==> config.mk <==
export PLATFORM = sky130hd
export DESIGN_NAME = ifu_fetch
export DESIGN_NICKNAME = d
export VERILOG_FILES = /design/src/rtl/ifu_fetch.sv
export SDC_FILE = /design/constraint.sdc
export NUM_CORES = 1
export LEC_CHECK = 0
export CAP_MARGIN = 5
export CORE_MARGIN = 2
export CORE_UTILIZATION = 39
export DETAILED_ROUTE_END_ITERATION = 7
export GPL_TIMING_DRIVEN = 0
export PLACE_DENSITY = 0.82
export SLEW_MARGIN = 20
export SYNTH_ARGS = -nofsm -noshare
export SYNTH_HDL_FRONTEND = slang
export SYNTH_SLANG_ARGS = --single-unit
==> constraint.sdc <==
create_clock -name clk -period 1.75 [get_ports clk]
set_input_delay 0.35 -clock clk [delete_from_list [all_inputs] [get_ports clk]]
set_output_delay 0.35 -clock clk [all_outputs]
set_load 0.01 [all_outputs]
==> src/rtl/ifu_fetch.sv <==
// ifu_fetch: single-outstanding instruction fetch sequencer.
// Issues fetch commands to the ITCM, buffers one returned word and hands it to
// the EXU over a valid/ready handshake. Flushes kill any in-flight fetch and
// redirect the next fetch to ifu_i_pcnxt.
// Ports:
//   clk, rst                        clock, synchronous active-high reset
//   ifu_i_pcnxt, ifu_i_flush        next PC / redirect request from PC generator
//   ifu_o_cmd_*, ifu_i_cmd_ready    fetch command channel
//   ifu_i_rsp_*, ifu_o_rsp_ready    fetch response channel
//   ifu_o_valid, ifu_i_exu_ready    instruction handshake to EXU
//   ifu_o_instr/pc/rv32/bus_err     buffered instruction and attributes
//   ifu_o_init_use                  one-cycle pulse in BOOT after reset
module ifu_fetch #(
    parameter int unsigned              PC_SIZE    = 32,
    parameter int unsigned              INSTR_SIZE = 32,
    parameter logic [PC_SIZE-1:0]       RESET_PC   = '0
) (
    input  logic                  clk,
    input  logic                  rst,
    input  logic [PC_SIZE-1:0]    ifu_i_pcnxt,
    input  logic                  ifu_i_flush,
    output logic                  ifu_o_cmd_valid,
    input  logic                  ifu_i_cmd_ready,
    output logic [PC_SIZE-1:0]    ifu_o_cmd_addr,
    input  logic                  ifu_i_rsp_valid,
    output logic                  ifu_o_rsp_ready,
    input  logic [INSTR_SIZE-1:0] ifu_i_rsp_rdata,
    input  logic                  ifu_i_rsp_err,
    output logic                  ifu_o_valid,
    input  logic                  ifu_i_exu_ready,
    output logic [INSTR_SIZE-1:0] ifu_o_instr,
    output logic [PC_SIZE-1:0]    ifu_o_pc,
    output logic                  ifu_o_rv32,
    output logic                  ifu_o_bus_err,
    output logic                  ifu_o_init_use
);

    typedef enum logic [1:0] {
        ST_BOOT = 2'd0,
        ST_REQ  = 2'd1,
        ST_WAIT = 2'd2,
        ST_HOLD = 2'd3
    } state_e;

    state_e                  state_q;
    logic [PC_SIZE-1:0]      addr_q;
    logic                    kill_q;
    logic                    cmd_valid_q;
    logic                    rsp_ready_q;
    logic                    valid_q;
    logic [INSTR_SIZE-1:0]   instr_q;
    logic [PC_SIZE-1:0]      pc_q;
    logic                    rv32_q;
    logic                    bus_err_q;
    logic                    init_use_q;

    // Sequencer: handshake outputs are registered alongside the state they
    // belong to, so each is updated on the transition into/out of that state.
    always_ff @(posedge clk) begin
        if (rst) begin
            state_q     <= ST_BOOT;
            addr_q      <= RESET_PC;
            kill_q      <= 1'b0;
            cmd_valid_q <= 1'b0;
            rsp_ready_q <= 1'b0;
            valid_q     <= 1'b0;
            instr_q     <= '0;
            pc_q        <= '0;
            rv32_q      <= 1'b0;
            bus_err_q   <= 1'b0;
            init_use_q  <= 1'b1;
        end else begin
            case (state_q)
                ST_BOOT: begin
                    state_q     <= ST_REQ;
                    addr_q      <= RESET_PC;
                    cmd_valid_q <= 1'b1;
                    init_use_q  <= 1'b0;
                end
                ST_REQ: begin
                    // An unaccepted command may still be retargeted.
                    if (ifu_i_flush) begin
                        addr_q <= ifu_i_pcnxt;
                    end
                    if (ifu_i_cmd_ready) begin
                        state_q     <= ST_WAIT;
                        kill_q      <= ifu_i_flush;
                        cmd_valid_q <= 1'b0;
                        rsp_ready_q <= 1'b1;
                    end
                end
                ST_WAIT: begin
                    if (ifu_i_rsp_valid) begin
                        rsp_ready_q <= 1'b0;
                        if (kill_q || ifu_i_flush) begin
                            // Stale response: drop it and refetch.
                            state_q     <= ST_REQ;
                            kill_q      <= 1'b0;
                            cmd_valid_q <= 1'b1;
                            if (ifu_i_flush) begin
                                addr_q <= ifu_i_pcnxt;
                            end
                        end else begin
                            state_q   <= ST_HOLD;
                            valid_q   <= 1'b1;
                            instr_q   <= ifu_i_rsp_err ? '0 : ifu_i_rsp_rdata;
                            pc_q      <= addr_q;
                            bus_err_q <= ifu_i_rsp_err;
                            // Errored fetches are reported as 32-bit so the EXU
                            // advances by a full word.
                            rv32_q    <= ifu_i_rsp_err ? 1'b1
                                                       : (ifu_i_rsp_rdata[1:0] == 2'b11);
                        end
                    end else if (ifu_i_flush) begin
                        kill_q <= 1'b1;
                        addr_q <= ifu_i_pcnxt;
                    end
                end
                ST_HOLD: begin
                    // Flush and accept both leave for the PC generator's target.
                    if (ifu_i_flush || ifu_i_exu_ready) begin
                        state_q     <= ST_REQ;
                        addr_q      <= ifu_i_pcnxt;
                        valid_q     <= 1'b0;
                        cmd_valid_q <= 1'b1;
                    end
                end
            endcase
        end
    end

    assign ifu_o_cmd_valid = cmd_valid_q;
    assign ifu_o_cmd_addr  = addr_q;
    assign ifu_o_rsp_ready = rsp_ready_q;
    assign ifu_o_valid     = valid_q;
    assign ifu_o_instr     = instr_q;
    assign ifu_o_pc        = pc_q;
    assign ifu_o_rv32      = rv32_q;
    assign ifu_o_bus_err   = bus_err_q;
    assign ifu_o_init_use  = init_use_q;

endmodule

==> run metrics <==
number of max-cap violations 0; number of buffers on the longest clock path 2; overflow left after global routing 0; First-pass DRT Iterations 5; nets in the synthesized netlist 574; number of warning messages in the yosys log 0; outcome completed; core region area 10700 sq um; slowest stage delay, CP 0.57 ns; Worst-Skew Late Latency 0.36 ns; overall die area 11700 sq um; H-tree levels 3; sequential area share after synthesis 49.7%; Avg Cell Area, Syn 8.50 sq um; kind of end point of the critical path flop; final setup slack of the worst path 0.0108 ns; number of clock buffers inserted by TritonCTS 9; sum of routed wire length over all layers 14100 microns; Final Max Slew Viols 0; setup skew after layout 0.0114 ns; Clock Root Buffer sky130_fd_sc_hd__clkbuf_8; Final Critical Period 1.74 ns; clock net sink count 105; die boundary height 108 microns; count of fill cells added during filler insertion 942; cell count after synthesis 497; pin count of the biggest net entering global routing 18; Layout Cells excl Fill 836; wire length on met1 5790 microns; period utilization 99.4%; leakage power figure 2.21 nW; row cnt 38; share of synthesized flip-flops with an asynchronous set or reset 0%; Switching Power 0.00138 W; vias per inst 5.26; post-synthesis to final-layout area growth 55.4%; startpoint of the worst setup timing path ifu_i_rsp_valid; Detail Placement HPWL 9940 microns; portion of total power attributed to the clock network 28.6%; via count of the first global-routing pass 4322; Max Clock Freq 575 MHz; cts-stage hold buffer count 0; kind of critical path in -> reg; Starting DRT DRC Count 301; All-Layer GR Usage 22.7%; number of antenna violations at the first check in global routing 0; number of remaining DRC errors 0; class of the tightest hold or removal check reg -> reg; Slew headroom 58.3%; total met2 wirelength after detailed routing 7110 microns; startpoint type of the worst setup path input pin; cell area after synthesis 4230 sq um; uppermost routed layer met4; layout cell share with drive strength beyond 1 10.6%; relative contribution of sequential cells to total power 51.7%; initial core utilization 39.5%; list of cells traversed by the critical path clkdlybuf4s50_1 -> nand2_4 -> or3_4 -> buf_8 -> buf_12 -> clkbuf_16 -> nand2_1 -> a21oi_1; Hold Path Origin ifu_o_instr[5]; cell family contributing the most delay on the critical path buffers and inverters; I/O pin count 173; horizontal die dimension 108 microns; final hold violation count 0; internal power consumption 0.00359 W; clock-pin slew on the worst setup and hold paths 0.11 ns; Yosys reg bits 105; count of nets left with antenna violations after detail routing 0; Peak supply drop 0.398 mV; routed wirelength normalized by instance count 16.9 microns; measured slew at the worst slew-check pin 0.625 ns; Worst EP arrival 1.96 ns; worst path bufs/invs 4; amount of wire on met3 after detailed routing 1060 microns; slowest library cell on the worst path sky130_fd_sc_hd__clkdlybuf4s50_1; placer congestion estimate 0.843; Power Density 756 nW/um^2; Post-synth EDFFs 0; register-to-register path setup slack 0.01 ns; RSZ-0062 raised after global routing true; NumNets Final 768; count of inserted antenna diode cells 0; # setup viols final 0; total of buffers placed on input and output ports 171; combinational fraction of design power 19.7%; CTS tree built; distinct cell type count of the synthesized netlist 27; worst-path fanout max 6; Cell Count Post-Placement 808; reg-to-reg startpoint state_q[0]; via total after detailed routing 4400; Primary FF master, synth sky130_fd_sc_hd__dfxtp_1; required time at the endpoint of the critical path 1.97 ns; total power draw 0.00496 W; global-route wire length before repair 21000 microns; worst slack at placement -0.427 ns; switching share of power 27.7%
-- power by group through the flow --
stage               Combinational [W]  Clock, W  Sequential [W]
floorplan                    0.000384         0         0.00263
finish                       0.000977   0.00142         0.00257
CTS                          0.000912   0.00145         0.00256
global placement             0.000845         0         0.00261
global route                  0.00105   0.00154         0.00258
detailed placement           0.000868         0         0.00261
-- synthesized netlist by cell type (3+ instances only) --
| cell | instances | share of area (%) |
|---|---|---|
| sky130_fd_sc_hd__ha_1 | 6 | 1.8 |
| sky130_fd_sc_hd__nand2b_1 | 4 | 0.59 |
| sky130_fd_sc_hd__nor2_1 | 5 | 0.44 |
| sky130_fd_sc_hd__nand2_1 | 100 | 8.9 |
| sky130_fd_sc_hd__o21ai_0 | 37 | 4.4 |
| sky130_fd_sc_hd__nand3b_1 | 32 | 5.7 |
| sky130_fd_sc_hd__clkbuf_1 | 30 | 2.7 |
| sky130_fd_sc_hd__buf_2 | 11 | 1.3 |
| sky130_fd_sc_hd__nand4b_1 | 32 | 6.6 |
| sky130_fd_sc_hd__nor2b_1 | 4 | 0.59 |
| sky130_fd_sc_hd__inv_1 | 4 | 0.36 |
| sky130_fd_sc_hd__dfxtp_1 | 105 | 50 |
| sky130_fd_sc_hd__buf_6 | 4 | 1.1 |
| sky130_fd_sc_hd__a21oi_1 | 104 | 12 |
| sky130_fd_sc_hd__nor3_1 | 3 | 0.36 |
-- routing by layer --
metal | global-route usage, % | vias to the layer above
met4 | 7.42 | 0
met5 | 0 | -
met1 | 26.9 | 2086
met3 | 4.94 | 16
li1 | - | 2112
met2 | 40.7 | 186
-- through the flow --
step                utilization [%]  hold slack (ns)  area (sq um)  setup TNS [ns]
global placement               57.1            0.439          6110          -29.89
global route                   61.4            0.481          6570          -0.235
detailed placement             57.1            0.443          6110          -33.28
finish                         61.4            0.459          6570               0
floorplan                         -            0.476          4230               0
CTS                            60.5            0.458          6470         -0.0435
-- cell type report --
cell class / count / area, sq um / share of cell area, %
Sequential cell: 105 / 2110 / 32.1
Multi-Input combinational cell: 341 / 1940 / 29.6
Timing Repair Buffer: 185 / 1850 / 28.2
Buffer: 45 / 295 / 4.50
Tap cell: 140 / 175 / 2.67
Clock buffer: 11 / 141 / 2.15
Clock inverter: 5 / 38.8 / 0.590
Inverter: 4 / 17.5 / 0.267
-- cells by family (layout without fill, tap and decap cells) --
group / count (synthesis) / count (layout) / share of synthesized area (%)
AOI/OAI and AO/OA: 147 / 147 / 17.9
adders and majority gates: 6 / 6 / 1.78
buffers and inverters: 51 / 250 / 5.65
DFF: 105 / 105 / 49.7
muxes: 2 / 2 / 0.533
and+or+nand+nor: 186 / 186 / 24.4
-- sequential cells by signal, indices dropped and copies added, names as in the netlist --
signal,cells
kill_q,1
ifu_o_cmd_valid,1
ifu_o_rv32,1
ifu_o_init_use,1
ifu_o_cmd_addr,32
ifu_o_pc,32
ifu_o_bus_err,1
state_q,2
ifu_o_instr,32
ifu_o_rsp_ready,1
ifu_o_valid,1
-- timing repair --
action	in CTS	in global routing
cloned	2	1
pin swaps	2	5
endpoints found under the setup margin	100	99
gates resized for setup	35	35
buffers inserted	7	4
-- worst paths after layout --
kind | cells after the start | endpoint
worst max-delay path | 8 | ifu_o_instr[26]
worst min-delay path | 2 | ifu_o_instr[5]
worst max register to register | 6 | state_q[1]
worst min register to register | 2 | ifu_o_instr[5]
-- worst register-to-register path, cell delays in order (launching register included) --
cell,delay (ns)
sky130_fd_sc_hd__dfxtp_4,0.36
sky130_fd_sc_hd__buf_4,0.15
sky130_fd_sc_hd__ha_1,0.28
sky130_fd_sc_hd__nor2b_1,0.18
sky130_fd_sc_hd__nor3_2,0.23
sky130_fd_sc_hd__mux2_2,0.37
sky130_fd_sc_hd__nor2_1,0.10
-- placed cells by master (no fill, tap or decap), types with 2 or more instances in the layout --
master,n
sky130_fd_sc_hd__buf_6,4
sky130_fd_sc_hd__clkdlybuf4s50_1,171
sky130_fd_sc_hd__clkbuf_1,19
sky130_fd_sc_hd__nand2_1,96
sky130_fd_sc_hd__dfxtp_1,103
sky130_fd_sc_hd__nor3_1,2
sky130_fd_sc_hd__nor3b_1,2
sky130_fd_sc_hd__nand2_2,4
sky130_fd_sc_hd__ha_1,5
sky130_fd_sc_hd__nand2b_1,4
sky130_fd_sc_hd__mux2_2,2
sky130_fd_sc_hd__buf_4,19
sky130_fd_sc_hd__buf_2,7
sky130_fd_sc_hd__clkbuf_2,4
sky130_fd_sc_hd__inv_6,2
sky130_fd_sc_hd__nor2_1,5
sky130_fd_sc_hd__inv_1,2
sky130_fd_sc_hd__nand4b_1,32
sky130_fd_sc_hd__o21ai_1,3
sky130_fd_sc_hd__a21oi_1,103
sky130_fd_sc_hd__buf_8,3
sky130_fd_sc_hd__o21ai_0,34
sky130_fd_sc_hd__nand3b_1,32
sky130_fd_sc_hd__nor2b_1,4
sky130_fd_sc_hd__clkbuf_8,10
(Power assumes the default switching activity.)
